## config.mk

```make
export PLATFORM = sky130hd
export DESIGN_NAME = step_counter_scan
export DESIGN_NICKNAME = d
export VERILOG_FILES = /design/src/rtl/step_counter_scan_pkg.sv /design/src/rtl/step_counter_scan_seg7_decode.sv /design/src/rtl/step_counter_scan.sv
export SDC_FILE = /design/constraint.sdc
export NUM_CORES = 1
export LEC_CHECK = 0
export CAP_MARGIN = 25
export CORE_MARGIN = 1.5
export CORE_UTILIZATION = 42
export DETAILED_ROUTE_END_ITERATION = 16
export SETUP_SLACK_MARGIN = 0.5
export SYNTH_ARGS = -nofsm -noshare
export SYNTH_HDL_FRONTEND = slang
export SYNTH_HIERARCHICAL = 1
export SYNTH_SLANG_ARGS = --single-unit
```

## constraint.sdc

```tcl
create_clock -name clk -period 6.77 [get_ports clk]
set_input_delay 0.677 -clock clk [delete_from_list [all_inputs] [get_ports clk]]
set_output_delay 0.677 -clock clk [all_outputs]
set_load 0.01 [all_outputs]
```

## src/rtl/step_counter_scan_pkg.sv

```systemverilog
`default_nettype none
// ---------------------------------------------------------------------------
// step_counter_scan_pkg : segment constants and BCD digit step helper
// Revision 1.0
// ---------------------------------------------------------------------------
package step_counter_scan_pkg;

    typedef logic [3:0] bcd_digit_t;
    typedef logic [0:6] seg_t;

    // Segment order a..g, active-low (0 = lit)
    localparam seg_t SEG_0     = 7'b0000001;
    localparam seg_t SEG_1     = 7'b1001111;
    localparam seg_t SEG_2     = 7'b0010010;
    localparam seg_t SEG_3     = 7'b0000110;
    localparam seg_t SEG_4     = 7'b1001100;
    localparam seg_t SEG_5     = 7'b0100100;
    localparam seg_t SEG_6     = 7'b0100000;
    localparam seg_t SEG_7     = 7'b0001101;
    localparam seg_t SEG_8     = 7'b0000000;
    localparam seg_t SEG_9     = 7'b0000100;
    localparam seg_t SEG_BLANK = 7'b1111111;

    // Returns {carry/borrow out, result digit}
    function automatic logic [4:0] bcd_step(input bcd_digit_t d, input logic [3:0] s,
                                            input logic cin, input logic down);
        logic [4:0] t;
        if (!down) begin
            t = {1'b0, d} + {1'b0, s} + {4'b0000, cin};
            if (t >= 5'd10) begin
                t = t - 5'd10;
                return {1'b1, t[3:0]};
            end
            return {1'b0, t[3:0]};
        end else begin
            t = {1'b0, d} - {1'b0, s} - {4'b0000, cin};
            if (t[4]) begin
                t = t + 5'd10;
                return {1'b1, t[3:0]};
            end
            return {1'b0, t[3:0]};
        end
    endfunction

endpackage
`default_nettype wire

```

## src/rtl/step_counter_scan_seg7_decode.sv

```systemverilog
`default_nettype none
// ---------------------------------------------------------------------------
// step_counter_scan_seg7_decode : BCD digit to active-low a..g segments
// Revision 1.0
// ---------------------------------------------------------------------------
module step_counter_scan_seg7_decode (
    input  logic [3:0] digit_i,
    output logic [0:6] seg_o
);
    import step_counter_scan_pkg::*;

    always_comb begin
        seg_o = SEG_BLANK;
        case (digit_i)
            4'd0:    seg_o = SEG_0;
            4'd1:    seg_o = SEG_1;
            4'd2:    seg_o = SEG_2;
            4'd3:    seg_o = SEG_3;
            4'd4:    seg_o = SEG_4;
            4'd5:    seg_o = SEG_5;
            4'd6:    seg_o = SEG_6;
            4'd7:    seg_o = SEG_7;
            4'd8:    seg_o = SEG_8;
            4'd9:    seg_o = SEG_9;
            default: seg_o = SEG_BLANK;
        endcase
    end

endmodule
`default_nettype wire

```

## src/rtl/step_counter_scan.sv

```systemverilog
`default_nettype none
// ---------------------------------------------------------------------------
// step_counter_scan : N-digit BCD even/odd stepping counter, scanned 7-seg
// Revision 1.0
// ---------------------------------------------------------------------------
module step_counter_scan #(
    parameter int N_DIGITS = 4,
    parameter int STEP     = 2,
    parameter int TICK_DIV = 1,
    parameter int SCAN_DIV = 4
) (
    input  logic                  clk,
    input  logic                  reset,
    input  logic                  eo,
    input  logic                  dir,
    input  logic                  en,
    output logic [4*N_DIGITS-1:0] count_bcd,
    output logic                  wrap,
    output logic [0:6]            led,
    output logic [N_DIGITS-1:0]   an
);
    import step_counter_scan_pkg::*;

    localparam int         CW         = 4 * N_DIGITS;
    localparam int         PW         = (TICK_DIV > 1) ? $clog2(TICK_DIV) : 1;
    localparam int         SW         = (SCAN_DIV > 1) ? $clog2(SCAN_DIV) : 1;
    localparam int         IW         = (N_DIGITS > 1) ? $clog2(N_DIGITS) : 1;
    localparam logic [3:0] STEP_DIGIT = 4'(STEP);

    logic                eo_q;
    logic [PW-1:0]       presc_q;
    logic [CW-1:0]       count_q;
    logic [CW-1:0]       count_d;
    logic                carry_d;
    logic                wrap_q;
    logic [SW-1:0]       scan_div_q;
    logic [IW-1:0]       scan_idx_q;
    logic [0:6]          led_q;
    logic [N_DIGITS-1:0] an_q;
    logic                reload_w;
    logic                tick_w;
    bcd_digit_t          digit_w;
    seg_t                seg_w;

    assign reload_w = (eo != eo_q);
    assign tick_w   = en && (presc_q == PW'(TICK_DIV - 1));

    // Ripple the step through the digits; only digit 0 receives STEP itself
    always_comb begin
        logic [4:0] r;
        logic       c;
        count_d = '0;
        c       = 1'b0;
        for (int i = 0; i < N_DIGITS; i++) begin
            r = bcd_step(count_q[4*i +: 4], (i == 0) ? STEP_DIGIT : 4'd0, c, dir);
            count_d[4*i +: 4] = r[3:0];
            c = r[4];
        end
        carry_d = c;
    end

    always_ff @(posedge clk or posedge reset) begin
        if (reset) begin
            eo_q    <= 1'b0;
            presc_q <= '0;
            count_q <= '0;
            wrap_q  <= 1'b0;
        end else begin
            eo_q   <= eo;
            wrap_q <= 1'b0;
            if (reload_w) begin
                count_q <= {{(CW-1){1'b0}}, eo};
                presc_q <= '0;
            end else if (tick_w) begin
                count_q <= count_d;
                wrap_q  <= carry_d;
                presc_q <= '0;
            end else if (en) begin
                presc_q <= presc_q + 1'b1;
            end
        end
    end

    assign digit_w = count_q[{scan_idx_q, 2'b00} +: 4];

    step_counter_scan_seg7_decode u_seg7_decode (
        .digit_i (digit_w),
        .seg_o   (seg_w)
    );

    always_ff @(posedge clk or posedge reset) begin
        if (reset) begin
            scan_div_q <= '0;
            scan_idx_q <= '0;
            led_q      <= SEG_0;
            an_q       <= ~N_DIGITS'(1);
        end else begin
            led_q <= seg_w;
            an_q  <= ~(N_DIGITS'(1) << scan_idx_q);
            if (scan_div_q == SW'(SCAN_DIV - 1)) begin
                scan_div_q <= '0;
                scan_idx_q <= (scan_idx_q == IW'(N_DIGITS - 1)) ? '0 : scan_idx_q + 1'b1;
            end else begin
                scan_div_q <= scan_div_q + 1'b1;
            end
        end
    end

    assign count_bcd = count_q;
    assign wrap      = wrap_q;
    assign led       = led_q;
    assign an        = an_q;

endmodule
`default_nettype wire

```

[Word level (Yosys, flattened, before mapping)]
Memory sizes are Yosys's and may differ from the RTL's. A register that Yosys moved wholly into a read port is not among the register bits.
Cells that the tools add are included.
Cells by class
  $add $sub $neg: 19
  bitwise gates (word level): 2
  equality and inequality tests: 3
  $lt $le $gt $ge: 4
  mux-type cells: 53
  shift-type cells: 2
  reduce and logical (&&, ||, !) cells: 3
Operator list (count)
  $mux 5: 20
  $mux 16: 2
  $mux 4: 8
  $mux 1: 21
  $ge 5x4->1 const B: 4
  $add 4x4->4 const B: 4
  $shiftx 16x5->4: 1
  $sub 4x4->4 const B: 4
  $add 4x1->5: 3
  $sub 4x1->5: 3
  $add 4x2->5 const B: 1
  $sub 4x2->5 const B: 1
  $add 2x1->2 const B: 2
  $eq 2x2->1 const B: 2
  $mux 2: 2
  $not 4->4: 1
  $shl 1x2->4 const A: 1
  $reduce_bool 3->1: 1
  $reduce_bool 2->1: 1
  $add 1x1->1 const B: 1
  $logic_and 1x1->1: 1
  $ne 1x1->1: 1
  $not 1->1: 1
Storage, ports and cells
  output and inout bits: 28
  flip-flop bits (word level): 27
  memory bits (read-only): 112
  memories kept: 1
Memories
  (no name shown): words 16, bits a word 7, rd ports 1, clocked after Yosys merged registers in 1, wr ports 0, RTL line step_counter_scan_seg7_decode.sv:14  | case (digit_i)

[Depth between registers and ports, before layout]
Gate-level depths: netlist of the first run.
  word-level depth: 26
  mapped depth: 29
  mapped depth without buffers: 29

[Cells and area by module]
Netlist of the first run, hierarchy kept.
Modules (own cells, without submodules)
  step_counter_scan: seq. area each 855.8 sq um, times used 1, area each 2477.4 sq um, cells each 261
  step_counter_scan_seg7_decode: seq. area each 0.0 sq um, times used 1, area each 205.2 sq um, cells each 27

[Worst setup path before layout of the first run]
OpenSTA, ideal clock, no wires.
  path kind: register -> register
  start point: register count_q[1], in the netlist count_bcd[1]
  end point: register count_q[14], in the netlist count_bcd[14]
  path buffers: 0
  data required time: 6652 ps
  arrival: 6117 ps
  setup slack: 535 ps
  clock period less this slack: 6235 ps
  library setup time: 118 ps
  stages on the path, launching flop included: 30
  cell sequence: dfrtp_1 inv_1 ha_1 o32ai_1 a22o_1 ha_1 ha_1 xnor2_1 ha_1 o31a_1 o21ai_2 mux2_2 ha_1 ha_1 xnor2_1 ha_1 inv_1 a221o_1 a21oi_2 mux2i_1 ha_1 ha_1 nand2b_1 and2_1 ha_1 nor4bb_1 o22ai_1 a221oi_1 o21a_1 nor2_1
Between the ends
  longest elaborated chain between the ends: 26
  elaborated cells between the ends (all ways): 48
  those cells by class: add/sub (10); order compare (4); mux (34)
RTL lines
  from (decl): RTL line step_counter_scan.sv:32  | logic [CW-1:0] count_q;
  from (signal assigned): RTL line step_counter_scan.sv:72  | count_q <= {{(CW-1){1'b0}}, eo};
  from (signal assigned): RTL line step_counter_scan.sv:75  | count_q <= count_d;
  $add 4x2->5: RTL line step_counter_scan_pkg.sv:29  | t = {1'b0, d} + {1'b0, s} + {4'b0000, cin};
  $ge 5x4->1: RTL line step_counter_scan_pkg.sv:30  | if (t >= 5'd10) begin
  $mux 1: RTL line step_counter_scan_pkg.sv:30
  $mux 1: RTL line step_counter_scan_pkg.sv:28  | if (!down) begin
  $mux 5: RTL line step_counter_scan_pkg.sv:34  | return {1'b0, t[3:0]};
  $mux 5 *: RTL line step_counter_scan_pkg.sv:28
  $add 4x1->5: RTL line step_counter_scan_pkg.sv:29
  $ge 5x4->1: RTL line step_counter_scan_pkg.sv:30
  [10 not listed]
  $add 4x1->5: RTL line step_counter_scan_pkg.sv:29
  $ge 5x4->1: RTL line step_counter_scan_pkg.sv:30
  $mux 1: RTL line step_counter_scan_pkg.sv:30
  $mux 1: RTL line step_counter_scan_pkg.sv:28
  $mux 5: RTL line step_counter_scan_pkg.sv:34
  $mux 5 *: RTL line step_counter_scan_pkg.sv:28
  $mux 16 *: RTL line step_counter_scan.sv:74  | end else if (tick_w) begin
  $mux 16 *: RTL line step_counter_scan.sv:71  | if (reload_w) begin
Mark *: on every way between the ends. The rest lies on a longest branch, timed or not. The select of a mux whose other input is x is not followed.
A chain may end at the register's enable or synchronous reset.

[Worst setup path after layout of the first run]
  start point: register count_q[2], in the netlist count_bcd[2]
  end point: register count_q[14], in the netlist count_bcd[14]
Same word-level chain as after synthesis.

==> results of run 1 <==
[final timing paths]
check	cells past startpoint	endpoint	slack, ns	startpoint
min	1	scan_div_q[0]	0.43	scan_div_q[0]
max in group asynchronous	3	an[3]	5.64	reset
min in group asynchronous	3	presc_q	0.79	reset
min reg2reg	1	scan_div_q[0]	0.43	scan_div_q[0]
max	29	count_bcd[14]	0.88	count_bcd[2]
max reg2reg	29	count_bcd[14]	0.88	count_bcd[2]
[through the flow]
step	setup TNS (ns)	power, mW
after floorplan	0	0.669
after global placement	0	0.825
after detailed placement	-0.125	0.833
after CTS	0	1.01
after global routing	0	1.10
final	0	1.01
[what timing repair did]
item                       4_1_cts  5_1_grt
setup endpoints to repair        4        4
pin swaps                        4        2
hold endpoints to repair         0        0
cloned                           0        0
buffers inserted                 2        4
gates resized for setup         12       11
[per-layer routing]
| metal | wire length, um | vias to the layer above |
|---|---|---|
| li1 | - | 1088 |
| met1 | 2740 | 1049 |
| met2 | 2840 | 42 |
| met3 | 168 | 5 |
| met4 | 59 | 0 |
| met5 | 0 | - |
[cells in the final DEF, fill, tap and decap left out, types with 3 or more instances in the layout]
cell / synthesis / final
a21oi_1: 21 / 20
a31oi_1: 4 / 4
mux4_2: 3 / 3
clkbuf_8: 0 / 6
dfstp_2: 4 / 4
buf_4: 0 / 14
nor2_1: 12 / 12
xnor2_1: 11 / 9
xor2_1: 3 / 3
inv_1: 29 / 29
ha_2: 0 / 6
nand2b_1: 17 / 16
nand2_1: 19 / 19
o21ai_0: 15 / 15
o21ai_1: 5 / 5
nor2b_1: 7 / 7
clkdlybuf4s50_1: 0 / 31
nand3_1: 7 / 7
ha_1: 32 / 24
mux2_2: 3 / 3
a22o_1: 3 / 3
dfrtp_1: 30 / 29
[worst register-to-register path: cells and delay by family (launching register included)]
family | cells | cell delay, ns
buffers and inverters | 2 | 0.14
AND/OR/NAND/NOR | 4 | 0.68
adder cells (fa/ha/maj) | 10 | 2.11
flip-flops | 1 | 0.43
AO/OA/AOI/OAI | 9 | 1.73
XOR/XNOR | 2 | 0.31
multiplexers | 2 | 0.39
[cells by family after synthesis]
family | after synthesis
AOI/OAI and AO/OA | 77
xor gates and xnor gates | 14
adders and majority gates | 32
buffers and inverters | 44
DFF | 34
muxes | 11
and+or+nand+nor | 76
[state kept, by name (all words and copies together), names as in the netlist]
signal and flops:
wrap 1, eo_q 1, presc_q 1, an 4, count_bcd 16, scan_div_q 2, scan_idx_q 2, led 7
[power breakdown]
group          internal, mW  switching, mW  total (mW)
registers             0.245         0.0543       0.299
logic                 0.294          0.265       0.559
clock network        0.0821         0.0737       0.156
total                 0.621          0.392        1.01
[layout make-up]
cell class	instances	area, um^2	share of cell area (%)
Multi-Input combinational cell	210	1750	52.3
Sequential cell	34	857	25.6
Timing Repair Buffer	47	439	13.1
Inverter	30	113	3.37
Tap cell	75	93.8	2.81
Clock buffer	7	86.3	2.58
Clock inverter	1	5.00	0.150
==> metrics.csv, run 1 <==
stage,metric,value,unit
global_route,met1 Track Usage GR,22.4,%
placed_design,pre-CTS WS,-0.123,ns
synthesis,post-synthesis compound-gate area fraction,19.3,%
setup_path,CP dominant cell by count,ha_2,
floorplan,I/O pin count,33,
timing,Rel. slew slack,39.2,%
power,pwr dens,303,nW/um^2
synthesis,simple-gate share of the synthesized area,16.0,%
global_route,number of global-route vias before repair,1987,
global_route,All-Layer GR Usage,17.2,%
global_route,initial antenna violation count,0,
timing,RSZ-0062 raised after global routing,no,
synthesis,sequential fraction of the synthesis area,31.9,%
global_route,global-route wire length before repair,9.65,mm
setup_path,startpoint types,flop,
cells_and_area,Antenna diodes,0,
synthesis,syn nets,325,
cells_and_area,number of fill cells in the layout,546,
synthesis,main combinational cell family by area after synthesis,compound AO/OA/AOI/OAI gates,
synthesis,Syn Std Cell Area,2680,um^2
placed_design,global placement routability congestion,0.901,
floorplan,core area,6060,um^2
clock_tree,Hold Buf Count CTS,0,
timing,final clock skew,0.00623,ns
synthesis,cells after synthesis,288,
timing,Final min period,5.89,ns
routing,final WL,5.80,mm
placed_design,Placed Cells,390,
setup_path,Crit Path Category,flop to flop,
synthesis,share of the synthesized area in the top cell type,28.0,%
synthesis,Synth area leaders,"dfrtp_1 (28%), ha_1 (15%), inv_1 (4.1%), nand2b_1 (4.0%), a21oi_1 (3.9%)",
synthesis,Async SR Flop Fraction,100,%
routing,WL/cell,14.4,um
synthesis,most frequent cell after synthesis,ha_1,
synthesis,Synth cell types,60,
clock_tree,CTS buffer count,5,
clock_tree,H-Tree Depth,2,
timing,Final Hold Viols,0,
clock_tree,"CTS clk-pin slew, worst paths",0.07,ns
power,Pleak,1.43,nW
routing,Vias/cell,5.41,
synthesis,cell taking the most area after synthesis,dfrtp_1,
timing,Slew Limit Fails,0,
global_route,largest net degree at the start of global routing,35,
routing,drc violations,0,
floorplan,Die H,82.9,um
timing,Setup Viol. Count Final,0,
global_route,gr busiest metal,met2,
setup_path,CP peak stage delay,0.43,ns
power,VDD IR max,0.135,mV
floorplan,DIE AREA,6880,um^2
timing,Hold Slack,0.428,ns
floorplan,Initial Util,44.3,%
floorplan,row count,28,
cells_and_area,"Design Area, Final",3340,um^2
synthesis,Main synth FF type,dfrtp_1,
global_route,GRT overflow,0,
clock_tree,clock latency at the later pin of the worst-skew pair,0.28,ns
routing,First DRT Iteration DRCs,82,
cells_and_area,Final #Nets,365,
floorplan,die extent in x,82.9,um
synthesis,syn avg cell area,9.31,um^2
setup_path,Critical Path AT,6.07,ns
cells_and_area,area delta synth->final,24.7,%
synthesis,Adder-Cell Fraction of Synth Area,14.9,%
timing,period utilization,87.0,%
synthesis,Seq cells post-synth,34,
setup_path,kind of cell adding the most delay to the critical path,adder cells,
setup_path,endpoint type of the worst setup path,flop,
worst_hold_path,worst min path class,flop to flop,
cells_and_area,layout cells sized above 1,17.9,%
setup_path,crit-path max FO,8,
clock_tree,CTS tree,yes,
cells_and_area,Layout Utilization,55.2,%
timing,fmax,170,MHz
timing,worst slew pin tran,0.907,ns
synthesis,post-synthesis xor/xnor area fraction,4.57,%
status,status,completed,
placed_design,post-DP HPWL,4.13,mm
clock_tree,CTS Buffer Depth,2,
routing,DRT antenna net count,0,
synthesis,top cells by instance count after synthesis,"ha_1 (32), dfrtp_1 (30), inv_1 (29)",
setup_path,"Req. time, crit path",6.95,ns
clock_tree,Num Clock Sinks,34,
timing,setup ws final,0.881,ns
synthesis,number of flops mapped to enable cells by yosys,0,
placed_design,Placed Area,3090,um^2
setup_path,"slowest stage cell, crit path",dfrtp_2,
placed_design,IO Port Bufs,32,
global_route,GR Util met3,3.18,%
cells_and_area,Layout Cells excl Fill,404,
setup_path,Worst Path Buf+Inv,2,
global_route,grt met2 use,29.0,%
synthesis,Synth Warn #,6,
routing,total number of vias,2184,
synthesis,post-synthesis mux area share,6.30,%
clock_tree,clock root cell,clkbuf_8,
job,Max-cap violations,0,
routing,Pre-antenna DRT Iters,4,
Note: power is estimated with default switching activity, not from simulation.
==> inputs of run 2 (changes only) <==
Settings changed: PLACE_DENSITY_LB_ADDON from default to 0.08.
Clock period 6.77 ns to 5.8 ns, I/O delays scaled along.
==> metrics.csv, run 2 (same netlist as run 1, synthesis figures left out) <==
stage,metric,value,unit,change
clock_tree,CTS Buffer Depth,2,,unchanged
placed_design,post-DP HPWL,4.49,mm,+8.6%
cells_and_area,Final #Nets,401,,+9.9%
setup_path,CP dominant cell by count,ha_4,,
floorplan,row count,28,,unchanged
routing,DRT antenna net count,0,,unchanged
power,Pleak,1.61,nW,+12%
placed_design,Placed Area,3420,um^2,+11%
timing,worst slew pin tran,0.885,ns,-0.0213 ns
floorplan,DIE AREA,6880,um^2,unchanged
cells_and_area,"commonest non-fill, non-tap cell in the layout",buf_4,,
floorplan,I/O pin count,33,,unchanged
clock_tree,H-Tree Depth,2,,unchanged
cells_and_area,most frequent cells in the layout,"buf_4 (50), clkdlybuf4s50_1 (31), dfrtp_1 (28), inv_1 (26)",,
cells_and_area,area delta synth->final,40.5,%,
floorplan,Die H,82.9,um,unchanged
clock_tree,Num Clock Sinks,34,,unchanged
placed_design,IO Port Bufs,32,,unchanged
floorplan,core area,6060,um^2,unchanged
setup_path,RR Endpoint,count_bcd[14],,
routing,total number of vias,2329,,+6.6%
timing,Setup Viol. Count Final,0,,unchanged
worst_hold_path,hold path start,scan_div_q[0],,
setup_path,crit-path max FO,5,,-3
global_route,global-route wire length before repair,10.6,mm,+9.7%
cells_and_area,"Design Area, Final",3770,um^2,+13%
worst_hold_path,worst min path class,flop to flop,,
timing,final clock skew,0.00423,ns,-0.00200 ns
routing,drc violations,0,,unchanged
global_route,All-Layer GR Usage,18.7,%,+1.5 points
setup_path,"slowest stage cell, crit path",dfrtp_2,,
cells_and_area,register area,858,um^2,+0.15%
cells_and_area,layout cells sized above 1,30.7,%,+13 points
placed_design,pre-CTS WS,-0.286,ns,-0.163 ns
placed_design,global placement routability congestion,0.882,,-2.1%
setup_path,Critical Path AT,5.67,ns,-0.40 ns
setup_path,startpoint types,flop,,
timing,setup ws final,0.318,ns,-0.563 ns
timing,post-route setup TNS,0,ns,unchanged
global_route,GRT overflow,0,,unchanged
setup_path,Worst Reg2Reg Path Length in Cells,29,,unchanged
status,status,completed,,
timing,Final Hold Viols,0,,unchanged
clock_tree,CTS buffer count,5,,unchanged
global_route,number of global-route vias before repair,2148,,+8.1%
routing,final WL,6.37,mm,+9.8%
setup_path,FF-to-FF setup slack,0.32,ns,-0.56 ns
floorplan,Initial Util,44.3,%,unchanged
clock_tree,clock root cell,clkbuf_8,,
routing,First DRT Iteration DRCs,128,,+56%
setup_path,"Req. time, crit path",5.99,ns,-0.96 ns
clock_tree,"CTS clk-pin slew, worst paths",0.08,ns,about the same
setup_path,CP peak stage delay,0.43,ns,about the same
setup_path,endpoint type of the worst setup path,flop,,
cells_and_area,multi-input logic area,1870,um^2,+6.7%
cells_and_area,number of fill cells in the layout,529,,-3.1%
clock_tree,clock latency at the later pin of the worst-skew pair,0.29,ns,about the same
routing,Vias/cell,5.29,,-2.1%
global_route,largest net degree at the start of global routing,35,,unchanged
routing,Top Layer Used,met4,,
timing,Slew Limit Fails,0,,unchanged
worst_hold_path,Hold Path Cell Cnt,1,,unchanged
routing,met1 WL,3.00,mm,+9.6%
timing,Final min period,5.48,ns,-0.407 ns
timing,Rel. slew slack,40.6,%,+1.4 points
power,VDD IR max,0.187,mV,+39%
routing,WL/cell,14.5,um,+0.82%
power,pwr dens,364,nW/um^2,+20%
floorplan,die extent in x,82.9,um,unchanged
routing,metal3 WL,211,um,+26%
cells_and_area,Antenna diodes,0,,unchanged
timing,RSZ-0062 raised after global routing,yes,,
timing,period utilization,94.5,%,+7.5 points
cells_and_area,number of flip-flops in the largest register,16,,unchanged
worst_hold_path,Hold Path End,scan_div_q[0],,
setup_path,Crit Path Category,flop to flop,,
global_route,initial antenna violation count,0,,unchanged
job,Max-cap violations,0,,unchanged
clock_tree,CTS tree,yes,,
routing,met2 wire len,3.14,mm,+11%
routing,Pre-antenna DRT Iters,5,,+1
timing,fmax,182,MHz,+7.4%
setup_path,reg2reg start,count_bcd[2],,
power,total power,1.37,mW,+36%
-- run 2: timing repair --
action	4_1_cts	5_1_grt
setup buffers	15	5
setup endpoints to repair	4	4
pin swaps	19	12
hold buffers	0	0
gates resized for setup	5	10
-- run 2: where the power goes --
| part | internal [mW] | leakage [nW] | total (mW) | switching, mW |
|---|---|---|---|---|
| clock | 0.128 | 0.0504 | 0.222 | 0.0945 |
| combinational | 0.445 | 1.12 | 0.796 | 0.351 |
| sequential | 0.286 | 0.438 | 0.355 | 0.0691 |
-- run 2: stage by stage --
step	utilization (%)	hold slack (ns)	std cells
finish	62.2	0.438	440
global route	62.2	0.468	440
CTS	60.7	0.438	435
detailed placement	56.5	0.422	412
global placement	56.5	0.415	412
floorplan	-	0.403	288
-- run 2: layer usage --
layer | global-route usage, % | vias to the layer above
met5 | 0 | -
met1 | 25.3 | 1112
met2 | 31.0 | 45
met3 | 3.68 | 4
met4 | 4.39 | 0
li1 | - | 1168
-- run 2: layout make-up --
| type | count | share of cell area, % |
|---|---|---|
| Multi-Input combinational cell | 210 | 49.6 |
| Clock buffer | 5 | 1.83 |
| Timing Repair Buffer | 83 | 19.0 |
| Sequential cell | 34 | 22.8 |
| Tap cell | 75 | 2.49 |
| Clock inverter | 3 | 1.19 |
| Inverter | 30 | 3.19 |
-- run 2: worst max path at each step --
stage / endpoint / cells after the start / from / slack [ns]
final: count_bcd[14] / 29 / count_bcd[2] / 0.32
after global routing: count_bcd[14] / 29 / count_bcd[2] / 0.07
after CTS: count_bcd[14] / 29 / count_bcd[1] / 0.31
after detailed placement: count_bcd[15] / 29 / dir / -0.29
after global placement: count_bcd[14] / 29 / dir / -0.20
after floorplan: count_bcd[14] / 29 / count_bcd[2] / 0.25
-- run 2: worst max-delay path: cells and delay by family (launching register included) --
kind | cells | cell delay [ns]
flops | 1 | 0.43
simple gates | 4 | 0.63
fa+ha+maj | 10 | 1.87
compound gates | 9 | 1.63
buf+inv | 2 | 0.12
xor+xnor | 2 | 0.27
mux | 2 | 0.38
==> edit 1 (flow settings as in run 1) <==
The output `led` loses its register stage (`led_q` becomes a continuous assignment).
--- a/src/rtl/step_counter_scan.sv
+++ b/src/rtl/step_counter_scan.sv
@@ -93,8 +93,6 @@
             scan_div_q <= '0;
             scan_idx_q <= '0;
-            led_q      <= SEG_0;
             an_q       <= ~N_DIGITS'(1);
         end else begin
-            led_q <= seg_w;
             an_q  <= ~(N_DIGITS'(1) << scan_idx_q);
             if (scan_div_q == SW'(SCAN_DIV - 1)) begin
@@ -107,4 +105,6 @@
     end
 
+    assign led_q = seg_w;
+
     assign count_bcd = count_q;
     assign wrap      = wrap_q;
Function: changed (a bounded check fails within 4 cycles, from zero or initial values and one cycle with reset high).
==> edit 1 against run 1 <==
Global-route usage grew 2.1 points. Worst setup slack gained 0.022 ns. Non-clock buffer count shrank 6. Sequential cell count shrank 7. Synthesized cell count grew 4.9%. Routed wire length grew 5.2%. Highest routed layer unchanged. Synthesized area shrank 3.0%. Critical path type unchanged. Power shrank 38%. Cell area shrank 8.0%.
==> edit 1: results <==
yosys:
  syn_nets: 339
  synthDistinctLibCells: 57
  yosys_warnings: 6
  synthTopCellsByArea: "sky130_fd_sc_hd__dfrtp_1 23%, sky130_fd_sc_hd__ha_1 15%, sky130_fd_sc_hd__xnor2_1 4.7%"
  synth_common_cells: "32 x sky130_fd_sc_hd__ha_1, 31 x sky130_fd_sc_hd__inv_1, 24 x sky130_fd_sc_hd__dfrtp_1"
  synth_seq_area_share_pct: 26.1
  post_syn_area_per_cell_um2: 8.61
route:
  drt_iter0_drcs: 121
  num_vias: 2212
  post_drt_wl_per_cell_um: 15.1
min_path:
  hp-start: "scan_div_q[0]$_DFF_PP0_"
  hold_class: "reg -> reg"
  worstHoldPathCells: 1
  worstHoldEndpoint: "scan_div_q[0]$_DFF_PP0_"
timing:
  finalHoldWorstSlack_ns: 0.442
  final_period_minus_worst_setup_slack_ns: 5.87
  fin_skew_ns: 0.00412
  tightestPinTransition_ns: 0.643
power:
  ir_worst_vdd_mv: 0.123
  p_leak_nw: 1.29
clock_network:
  clk_pin_slew_worst_paths_ns: 0.09
  root_buffer: "sky130_fd_sc_hd__clkbuf_8"
  cts_buffer_depth: 2
  h-tree-depth: 1
  cts_made_buffers: 3
worst_setup_path:
  path_max_fanout: 8
  reg2reg_to: "wrap$_DFF_PP0_"
  endpoint_kind: "flop"
  crit_arrival_ns: 6.04
  setup.worst_path.start: "count_bcd[1]$_DFFE_PP0P_"
  critical_path.reg2reg.startpoint: "count_bcd[1]$_DFFE_PP0P_"
  critical_path.slowest_cell: "sky130_fd_sc_hd__dfrtp_2"
  r2r.worst_path.cells: 28
  worst_path_largest_cell_delay_ns: 0.43
finish:
  num-nets-final: 368
  share_of_post_route_cells_with_drive_strength_above_1_pct: 12.1
  fillerInstances: 600
  instances_no_fill: 405
placement:
  placedInstanceArea_um2: 2950
  gp_congestion: 0.856
  dp_cells: 395
  dp_hpwl_um: 4330
  dpl_worst_slack_ns: 0.297
  port_buffers: 32
global_route:
  grt_antenna_before_repair: 0
  grt_pass1_wl_um: 9920
  gr-usage-all-layers_pct: 19.3
  grt_max_degree: 28
  grt_pass1_vias: 2014
run_status:
  run_status: "finished, final reports clean"
==> edit 1: kinds of logic (layout without fill, tap and decap cells) <==
kind of cell / count (synthesis) / count (layout) / share of synthesized area [%]
AO/OA/AOI/OAI: 87 / 87 / 22.8
AND/OR/NAND/NOR: 80 / 80 / 16.2
buffers and inverters: 49 / 77 / 8.03
flip-flops: 27 / 27 / 26.1
multiplexers: 9 / 9 / 5.44
adder cells (fa/ha/maj): 32 / 32 / 15.4
XOR/XNOR: 18 / 18 / 6.06
==> edit 1: per-layer routing <==
metal	GRT usage, %	wire length (µm)	up-vias
met5	0	0	-
met4	4.24	104	0
met3	2.89	231	11
met2	30.7	2800	46
met1	27.6	2970	1034
li1	-	-	1121
==> edit 1: area by class of cell <==
cell class | instances | area (µm²) | share of cell area (%)
Multi-Input combinational cell | 226 | 1750 | 56.8
Sequential cell | 27 | 682 | 22.2
Timing Repair Buffer | 41 | 388 | 12.6
Inverter | 32 | 120 | 3.90
Tap cell | 75 | 93.8 | 3.05
Clock buffer | 4 | 45.0 | 1.46
==> edit 1: what timing repair did <==
| action | in CTS | in global routing |
|---|---|---|
| resized for setup | 4 | 7 |
| endpoints found under the setup margin | 3 | 4 |
| setup buffers | 0 | 6 |
| pin swaps | 0 | 6 |
| hold endpoints to repair | 0 | 0 |
| hold buffers | 0 | 0 |
==> edit 1: power by group <==
group | switching, mW | internal, mW
clock network | 0.0527 | 0.0424
logic | 0.158 | 0.164
registers | 0.0324 | 0.174
==> edit 1: critical path, delay by kind of cell, from the launching register on <==
family,cells,cell delay (ns)
multiplexers,2,0.26
AND/OR/NAND/NOR,3,0.60
adder cells (fa/ha/maj),10,2.49
buffers and inverters,2,0.16
XOR/XNOR,2,0.29
AO/OA/AOI/OAI,9,1.55
flip-flops,1,0.43
==> edit 2 (config.mk and constraints of run 1) <==
Made on the original files. `SCAN_DIV`: 4 -> 8.
--- a/src/rtl/step_counter_scan.sv
+++ b/src/rtl/step_counter_scan.sv
@@ -8,5 +8,5 @@
     parameter int STEP     = 2,
     parameter int TICK_DIV = 1,
-    parameter int SCAN_DIV = 4
+    parameter int SCAN_DIV = 8
 ) (
     input  logic                  clk,
Check against the original RTL: not equivalent (a bounded check fails within 10 cycles, from zero or initial values and one cycle with reset high).
==> edit 2 against run 1 <==
Worst setup slack worse by 0.070 ns. Combinational power is 27% lower. Cell area shrank 3.1%. Synthesized cell count rose by 2.8%. Synthesized area rose by 0.65%. Power is 18% lower. Hold slack improved by 0.011 ns. Sequential power decreased by 6%. Clock skew shrank 0.0035 ns. Sequential cell count grew 1. Utilization shrank 3.6 points. Fmax fell by 1.2%. Routed wire length grew 6.2%.
==> edit 2: results <==
finish:
  instances_no_fill: 410
  num-nets-final: 370
  share_of_post_route_cells_with_drive_strength_above_1_pct: 12.3
yosys:
  synthTopCellsByArea: "sky130_fd_sc_hd__dfrtp_1 29%, sky130_fd_sc_hd__ha_1 15%, sky130_fd_sc_hd__o21ai_0 4.4%"
  ys.flop_type: "sky130_fd_sc_hd__dfrtp_1"
  yosys_warnings: 6
  post_synthesis_cells: 296
  syn_nets: 334
  ys_ff_latch: 35
  synthDistinctLibCells: 53
  synth_seq_area_share_pct: 32.6
  synth_common_cells: "33 x sky130_fd_sc_hd__ha_1, 31 x sky130_fd_sc_hd__dfrtp_1, 31 x sky130_fd_sc_hd__inv_1"
clock_network:
  h-tree-depth: 2
  cts_made_buffers: 5
  post_cts.repair.setup_buffers: 1
  root_buffer: "sky130_fd_sc_hd__clkbuf_8"
  clk_pin_slew_worst_paths_ns: 0.07
  post_cts_resized: 1
  cts_buffer_depth: 2
worst_setup_path:
  path_max_fanout: 7
  cp-endpoint: "count_bcd[13]$_DFFE_PP0P_"
  crit_arrival_ns: 6.12
  r2r.worst_path.cells: 28
  critPathKind: "in -> reg"
  ff2ff_setup_slack_ns: 0.82
  worst_path_largest_cell_delay_ns: 0.51
  cpLargestDelayFamily: "adder cells"
  setup.worst_path.start: "dir"
  critical_path.slowest_cell: "sky130_fd_sc_hd__clkdlybuf4s50_1"
route:
  avgViaCountPerCell: 5.51
  drt_iter0_drcs: 110
  firstDrtPassIters: 6
  post_drt_wl_per_cell_um: 15.0
power:
  p_per_area_nw_per_um2: 258
  power_sequential_mw: 0.282
  p_switching_mw: 0.316
  ir_worst_vdd_mv: 0.143
  clk-power_mw: 0.145
  p_leak_nw: 1.38
min_path:
  hp-start: "scan_div_q[0]$_DFF_PP0_"
  hold_class: "reg -> reg"
  worstHoldEndpoint: "scan_div_q[0]$_DFF_PP0_"
placement:
  port_buffers: 32
  dp_hpwl_um: 4230
  dp_cells: 395
  placedInstanceArea_um2: 3060
  gp_congestion: 0.803
global_route:
  grt_pass1_wl_um: 10200
  grt_antenna_before_repair: 0
  grt_pass1_vias: 2065
  grt_max_degree: 36
  gr-usage-all-layers_pct: 18.2
run_status:
  run_status: "finished, final reports clean"
timing:
  fin_skew_ns: 0.00272
  finalHoldWorstSlack_ns: 0.439
  worst_slew_margin_rel_pct: 55.9
[edit 2: metrics by stage]
step           utilization, %  setup slack [ns]
2_1_floorplan               -             0.964
3_3_place_gp             48.8             0.415
3_5_place_dp             48.8             0.155
4_1_cts                  50.2             0.509
5_1_grt                  51.6             0.435
6_report                 51.6             0.811
[edit 2: kinds of logic after synthesis]
kind of cell,count (synthesis),synth area share [%]
adders and majority gates,33,15.3
AOI/OAI and AO/OA,86,20.3
DFF,35,32.6
buffers and inverters,44,7.14
and+or+nand+nor,78,15.7
xor gates and xnor gates,13,4.22
muxes,7,4.68
[edit 2: routing by layer]
metal	track usage [%]	vias up	routed length (µm)
li1	-	1118	-
met1	24.1	1077	2880
met2	29.0	58	2890
met3	4.37	7	320
met4	6.36	0	77
met5	0	-	0
[edit 2: area by class of cell]
type | count | area (µm²)
clock buffer | 7 | 76.3
clock inverter | 1 | 5.00
fill | 604 | 3040
inverter | 31 | 116
multi-input combinational | 217 | 1670
sequential | 35 | 882
tap | 77 | 96.3
timing repair buffer | 42 | 395
